--- config.mk ---
export PLATFORM = sky130hd
export DESIGN_NAME = fifo_wr_arbiter
export DESIGN_NICKNAME = d
export VERILOG_FILES = /design/src/rtl/fifo_wr_arbiter.sv
export SDC_FILE = /design/constraint.sdc
export NUM_CORES = 1
export LEC_CHECK = 0
export ABC_AREA = 0
export CORE_MARGIN = 5
export CORE_UTILIZATION = 34
export DETAILED_ROUTE_END_ITERATION = 7
export PLACE_DENSITY = 0.87
export SYNTH_ARGS = -nofsm -noshare
export SYNTH_HDL_FRONTEND = slang
export SYNTH_SLANG_ARGS = --single-unit
--- constraint.sdc ---
create_clock -name clk -period 2 [get_ports clk]
set_input_delay 0.4 -clock clk [delete_from_list [all_inputs] [get_ports clk]]
set_output_delay 0.4 -clock clk [all_outputs]
set_load 0.05 [all_outputs]
--- src/rtl/fifo_wr_arbiter.sv ---
// Round-robin burst arbiter sharing the fifo write port between two producers.
// Grant is held for a whole burst, capped at MAX_BEATS beats per grant.
module fifo_wr_arbiter #(
  parameter int B         = 8,
  parameter int MAX_BEATS = 4,
  parameter int CW        = 2
) (
  input  logic         clk,
  input  logic         reset,
  input  logic         req0,
  input  logic [B-1:0] data0,
  input  logic         last0,
  output logic         ack0,
  input  logic         req1,
  input  logic [B-1:0] data1,
  input  logic         last1,
  output logic         ack1,
  input  logic         full,
  output logic         wr,
  output logic [B-1:0] w_data,
  output logic [1:0]   grant
);

  typedef enum logic [1:0] {IDLE, G0, G1} state_t;

  state_t        state;
  logic [CW-1:0] count;
  logic          rr;          // 0 favours producer 0 on contention

  logic cur_last;
  logic other_req;
  logic at_limit;
  logic release_now;

  // NOTE: acceptance is combinational so a beat is taken in the same cycle
  // req is seen; every signal gets a default so no latch is inferred.
  always_comb begin
    ack0      = 1'b0;
    ack1      = 1'b0;
    w_data    = '0;
    cur_last  = 1'b0;
    other_req = 1'b0;
    case (state)
      G0: begin
        ack0      = req0 & ~full;
        w_data    = data0;
        cur_last  = last0;
        other_req = req1;
      end
      G1: begin
        ack1      = req1 & ~full;
        w_data    = data1;
        cur_last  = last1;
        other_req = req0;
      end
      default: ;
    endcase
  end

  assign wr          = ack0 | ack1;
  assign grant       = {state == G1, state == G0};
  assign at_limit    = (count == CW'(MAX_BEATS - 1));
  assign release_now = wr & (cur_last | at_limit);

  // NOTE: sequential state uses non-blocking assignments only; the async
  // reset abandons any burst in flight.
  always_ff @(posedge clk or negedge reset) begin
    if (!reset) begin
      state <= IDLE;
      count <= '0;
      rr    <= 1'b0;
    end else begin
      case (state)
        IDLE: begin
          if (req0 && req1) state <= rr ? G1 : G0;
          else if (req0)    state <= G0;
          else if (req1)    state <= G1;
        end
        G0, G1: begin
          if (release_now) begin
            count <= '0;
            rr    <= (state == G0);
            // The accepting producer keeps the port only when it was cut off
            // by the beat limit mid-burst and nobody else is waiting.
            if (other_req)      state <= (state == G0) ? G1 : G0;
            else if (!cur_last) state <= state;
            else                state <= IDLE;
          end else if (wr) begin
            count <= count + CW'(1);
          end
        end
        default: state <= IDLE;
      endcase
    end
  end

endmodule

Word level (Yosys, flattened, before mapping)
Cells that the tools add are included.

Output and inout port bits: 13. Register bits after elaboration: 5. Logic and storage cells: 39.

Reduce and logical (&&, ||, !) cells: 7. Equal/unequal tests: 6. Bitwise operators: 6. Add/sub/neg operators: 1. Multiplexer cells: 16.

Operators by type and width (count): 2-bit two-way mux (10); 8-bit one-hot mux with 2 select lines (1); 2-bit equality test, second input constant (2); 4-bit != test, second input constant (1); 1-bit one-hot mux with 2 select lines (2); 2-bit one-hot mux with 2 select lines (1); 2-bit AND reduction (2); 1-bit AND (3); 3-bit != test, second input constant (1); 3-bit AND reduction (1); 2-bit by 1-bit adder with 2-bit output, second input constant (1); 2-bit by 1-bit equality test with 1-bit output, second input constant (1); 2-bit logical NOT (1); 1-bit two-way mux (2); 2-bit != test, second input constant (1); 1-bit OR (2); 2-bit nonzero test (1); 2-bit OR reduction (1); 1-bit logical AND (1); 1-bit inverter (1).

Depth between registers and ports, before layout
Depth in word-level cells: 7. Mapped depth: 7. Depth with buffers taken out: 6.

Worst setup path before layout
Ideal clock, no wire load.

Kind: flip-flop to flip-flop. Start: register state[0]. End: register state[0]. Setup slack: -0.645 ns. Data arrival time: 2.520 ns. Cell stages (with the launch flop): 8. Buffers on the path: 1. Required time: 1.875 ns. Cell sequence: dfrtp_1 -> inv_1 -> ha_1 -> buf_6 -> a22oi_1 -> nor2_1 -> o211ai_2 -> mux2_4.

Word-level cells in the longest chain between the ends: 6. Elaborated cells on any way between the ends: 19.

RTL lines: from (decl) (RTL line 26) `state_t state;`; from (signal assigned) (RTL line 75) `if (req0 && req1) state <= rr ? G1 : G0;`; from (signal assigned) (RTL line 85) `if (other_req) state <= (state == G0) ? G1 : G0;`; from (signal assigned) (RTL line 86) `else if (!cur_last) state <= state;`; 2-bit equality test; via grant[1] (RTL line 21) `output logic [1:0] grant`; 1-bit two-way mux (RTL line 43) `case (state)`; 1-bit OR (RTL line 60) `assign wr = ack0 | ack1;`; via wr (RTL line 19) `output logic wr,`; 1-bit AND (RTL line 63) `assign release_now = wr & (cur_last | at_limit);`; 2-bit != test (no source line); 3-bit AND reduction (no source line).

The timed path passes the listed nets, and every way through them passes these cells. The select of a mux whose other input is x is not followed. A chain may end at the register's enable or synchronous reset.

Final worst setup path
Start: register state[0]. End: output port w_data[3].

Word-level cells in the longest chain between the ends: 2. Elaborated cells on any way between the ends: 3.

RTL lines: 2-bit equality test / 2-bit by 1-bit equality test with 1-bit output (equally long branches) (RTL line 43); 8-bit one-hot mux with 2 select lines * (RTL line 43); to (decl) (RTL line 20) `output logic [B-1:0] w_data,`.

Every way passes the cells marked *; elsewhere a longest branch is shown, timed or not.

==> key figures <==
Outcome
  • Run status: completed

STA
  • Fin crit period: roughly 2 ns
  • Measured slew at the worst slew-check pin: between 0.3 and 0.4 ns
  • Clock Skew: 0.004939 ns
  • WHS: 0.3863 ns
  • Hold Vio Cnt, Final: 0
  • Setup TNS: 0 ns
  • Crit share post-route: between 90% and 100%
  • Final Max Tran Viols: 0
  • Setup ws final: between 0.05 and 0.06 ns
  • F_max: 514.8 MHz
  • Relative slew slack: 79.36%
  • Final setup violation count: 0
  • RSZ-0062 raised after global routing: false

Synthesis
  • Mapped Area: about 540 sq um
  • Synth Area per Inst: slightly above 8 sq um
  • Syn Nets: 95
  • Register area share after synthesis: 23.15%
  • Synth cell types: 23
  • Yosys warns: 0
  • Yosys reg bits: 5
  • Gate Count Post-Synth: 66

Critical path
  • Reg-to-reg slack, setup: 0.20 ns
  • Critical Path RT: ~1.6 ns
  • CP startpoint kind: flop
  • WP data arrival: between 1.5 and 2 ns
  • CP max FO: 8
  • Crit. End Element: primary output
  • Crit Path Class: flop to primary output

Final layout
  • Fin area: 1136 sq um
  • N_diodes: 0
  • Synthesis-to-finish area growth: 110.2%
  • Layout cells sized above 1: just under 40%
  • Nets: between 100 and 150
  • Final cell count without fillers: 122
  • Final Core Density: between 70% and 80%

GRT
  • Vias in the first global route: ~650
  • Overall Global Routing Usage: between 15 and 20%
  • Pin count of the biggest net entering global routing: 17
  • GRT overflow: 0
  • First-pass GRT wire length: 3111 microns
  • Initial antenna violation count: 0

Clocking
  • CTS tree: built
  • CTS Sinks: 5
  • H-tree Lvls: 1
  • Clock transition at path regs: approximately 0.040 ns
  • Number of CTS-inserted buffers: 3
  • CTS root buf: clkbuf_4
  • Clock latency on the worst-skew pair: between 0.2 and 0.25 ns
  • CTS max path bufs: 2

Min path
  • Worst Hold Class: primary input to async pin

Drt
  • Final Routed Wirelength: about 1900 microns
  • WL per Instance: 15.30 microns
  • First-pass iteration count of the detailed router: 4
  • Vias: between 600 and 700
  • DRC: 0
  • DR vias/cell: roughly 5.2
  • Post-DRT Antenna Nets: 0
  • Iteration-0 DRC Markers: 6

Floorplan
  • Starting density of the core: between 30% and 40%
  • Ports: 36
  • Die span in y: 49.87 microns
  • Row cnt: 14
  • Core ar.: around 1500 sq um
  • Chip width: 49.87 microns
  • Die Area: approximately 2500 sq um

Pwr
  • Power Total: about 1.7 mW
  • Leak: 0.4559 nW
  • PwrDens: 1526 nW/um^2
  • Maximum vdd drop: approximately 1.1 mV

Placed design
  • RD Place Congestion: approximately 0.76
  • IO buf count: 35
  • Pre-CTS setup slack: roughly 0.015 ns
  • DP Area: approximately 1000 sq um
  • Post-Place Cells: around 120
  • DP HPWL: 1555 microns

Job
  • # Max-Cap Violations: 0
[power breakdown]
group	internal [mW]	switching [mW]	leakage [nW]
combinational	0.625	0.807	0.378
sequential	0.146	0.0398	0.0625
clock	0.0754	0.0404	0.0150
[timing repair]
action / CTS / global route
endpoints found under the hold margin: 0 / 0
resized for setup: 8 / 7
buffers inserted: 1 / 0
cloned: 0 / 0
hold buffers: 0 / 0
setup endpoints to repair: 10 / 7
[area by class of cell]
type,instances,area (sq um)
fillers,106,370.4
inverters,5,21.27
flip-flops and latches,5,126.4
well taps,16,20.02
clock buffers,4,26.28
repair buffers,40,456.7
multi-input cells,52,485.5
[sequential cells by signal, indices dropped and copies added (netlist names)]
signal and flops:
state 2, rr 1, count 2
[final timing paths]
path,start,end,cells after the start
hold reg to reg,count[0]$_DFFE_PN0P_,count[0]$_DFFE_PN0P_,1
setup reg to reg,state[0]$_DFFE_PN0P_,state[0]$_DFFE_PN0P_,6
max in group asynchronous,reset,state[0]$_DFFE_PN0P_,1
min in group clk,count[0]$_DFFE_PN0P_,count[0]$_DFFE_PN0P_,1
hold / removal,reset,rr$_DFFE_PN0P_,1
setup / recovery,state[0]$_DFFE_PN0P_,w_data[3],6
[layout by cell type (no fill, tap or decap)]
cell type,n
buf_12,6
a22oi_2,1
nand2b_1,1
inv_4,1
a22o_1,2
clkbuf_4,3
buf_4,5
nand2_1,6
ha_1,3
nand4b_1,1
a21boi_0,1
a211o_1,1
inv_1,3
clkbuf_1,1
ha_4,3
inv_2,1
nor2_2,1
o21bai_1,1
nor2_1,2
buf_6,7
a22oi_1,8
o211ai_2,1
dfrtp_2,1
mux2_1,1
nor2_4,10
a21oi_1,3
clkdlybuf4s50_1,22
mux2_4,1
dfrtp_1,4
nand3_1,1
o22ai_1,1
nor3_2,1
mux2i_1,2
[synth_stat cells]
cell | instances | area share [%]
mux2i_1 | 2 | 3.7
clkbuf_2 | 1 | 0.93
ha_1 | 6 | 14
a211o_1 | 1 | 1.6
o22ai_1 | 1 | 1.2
nor2_1 | 13 | 9.0
inv_1 | 5 | 3.5
mux2_4 | 1 | 2.8
o21bai_1 | 1 | 1.4
dfrtp_1 | 5 | 23
o211ai_2 | 1 | 2.3
nand3_1 | 1 | 0.93
mux2_1 | 1 | 2.1
nand2b_1 | 1 | 1.2
nor3_2 | 1 | 1.9
nand2_1 | 6 | 4.2
a22o_1 | 2 | 3.2
a21oi_1 | 3 | 2.8
a21boi_0 | 1 | 1.4
clkbuf_1 | 1 | 0.69
buf_6 | 2 | 4.2
nand4b_1 | 1 | 1.6
a22oi_1 | 9 | 12
[critical path, cell delays in order, from the launching register on]
cell	delay, ns
dfrtp_2	0.44
inv_4	0.07
ha_4	0.29
inv_2	0.07
buf_12	0.15
nor2_4	0.09
buf_4	0.19
[per-layer routing]
metal / up-vias / part of all wire, % / GRT usage, %
met2: 32 / 52 / 28.18
li1: 315 / - / -
met5: - / 0 / 0
met3: 0 / 7.6 / 5.120
met4: 0 / 0 / 5.240
met1: 285 / 40 / 18.13
[cells by family after synthesis]
family	after synthesis	share of synthesized area [%]
AOI/OAI and AO/OA	19	26.39
adders and majority gates	6	13.89
buffers and inverters	9	9.258
DFF	5	23.15
muxes	4	8.564
and+or+nand+nor	23	18.75
Power figures use the tool's default switching activity.
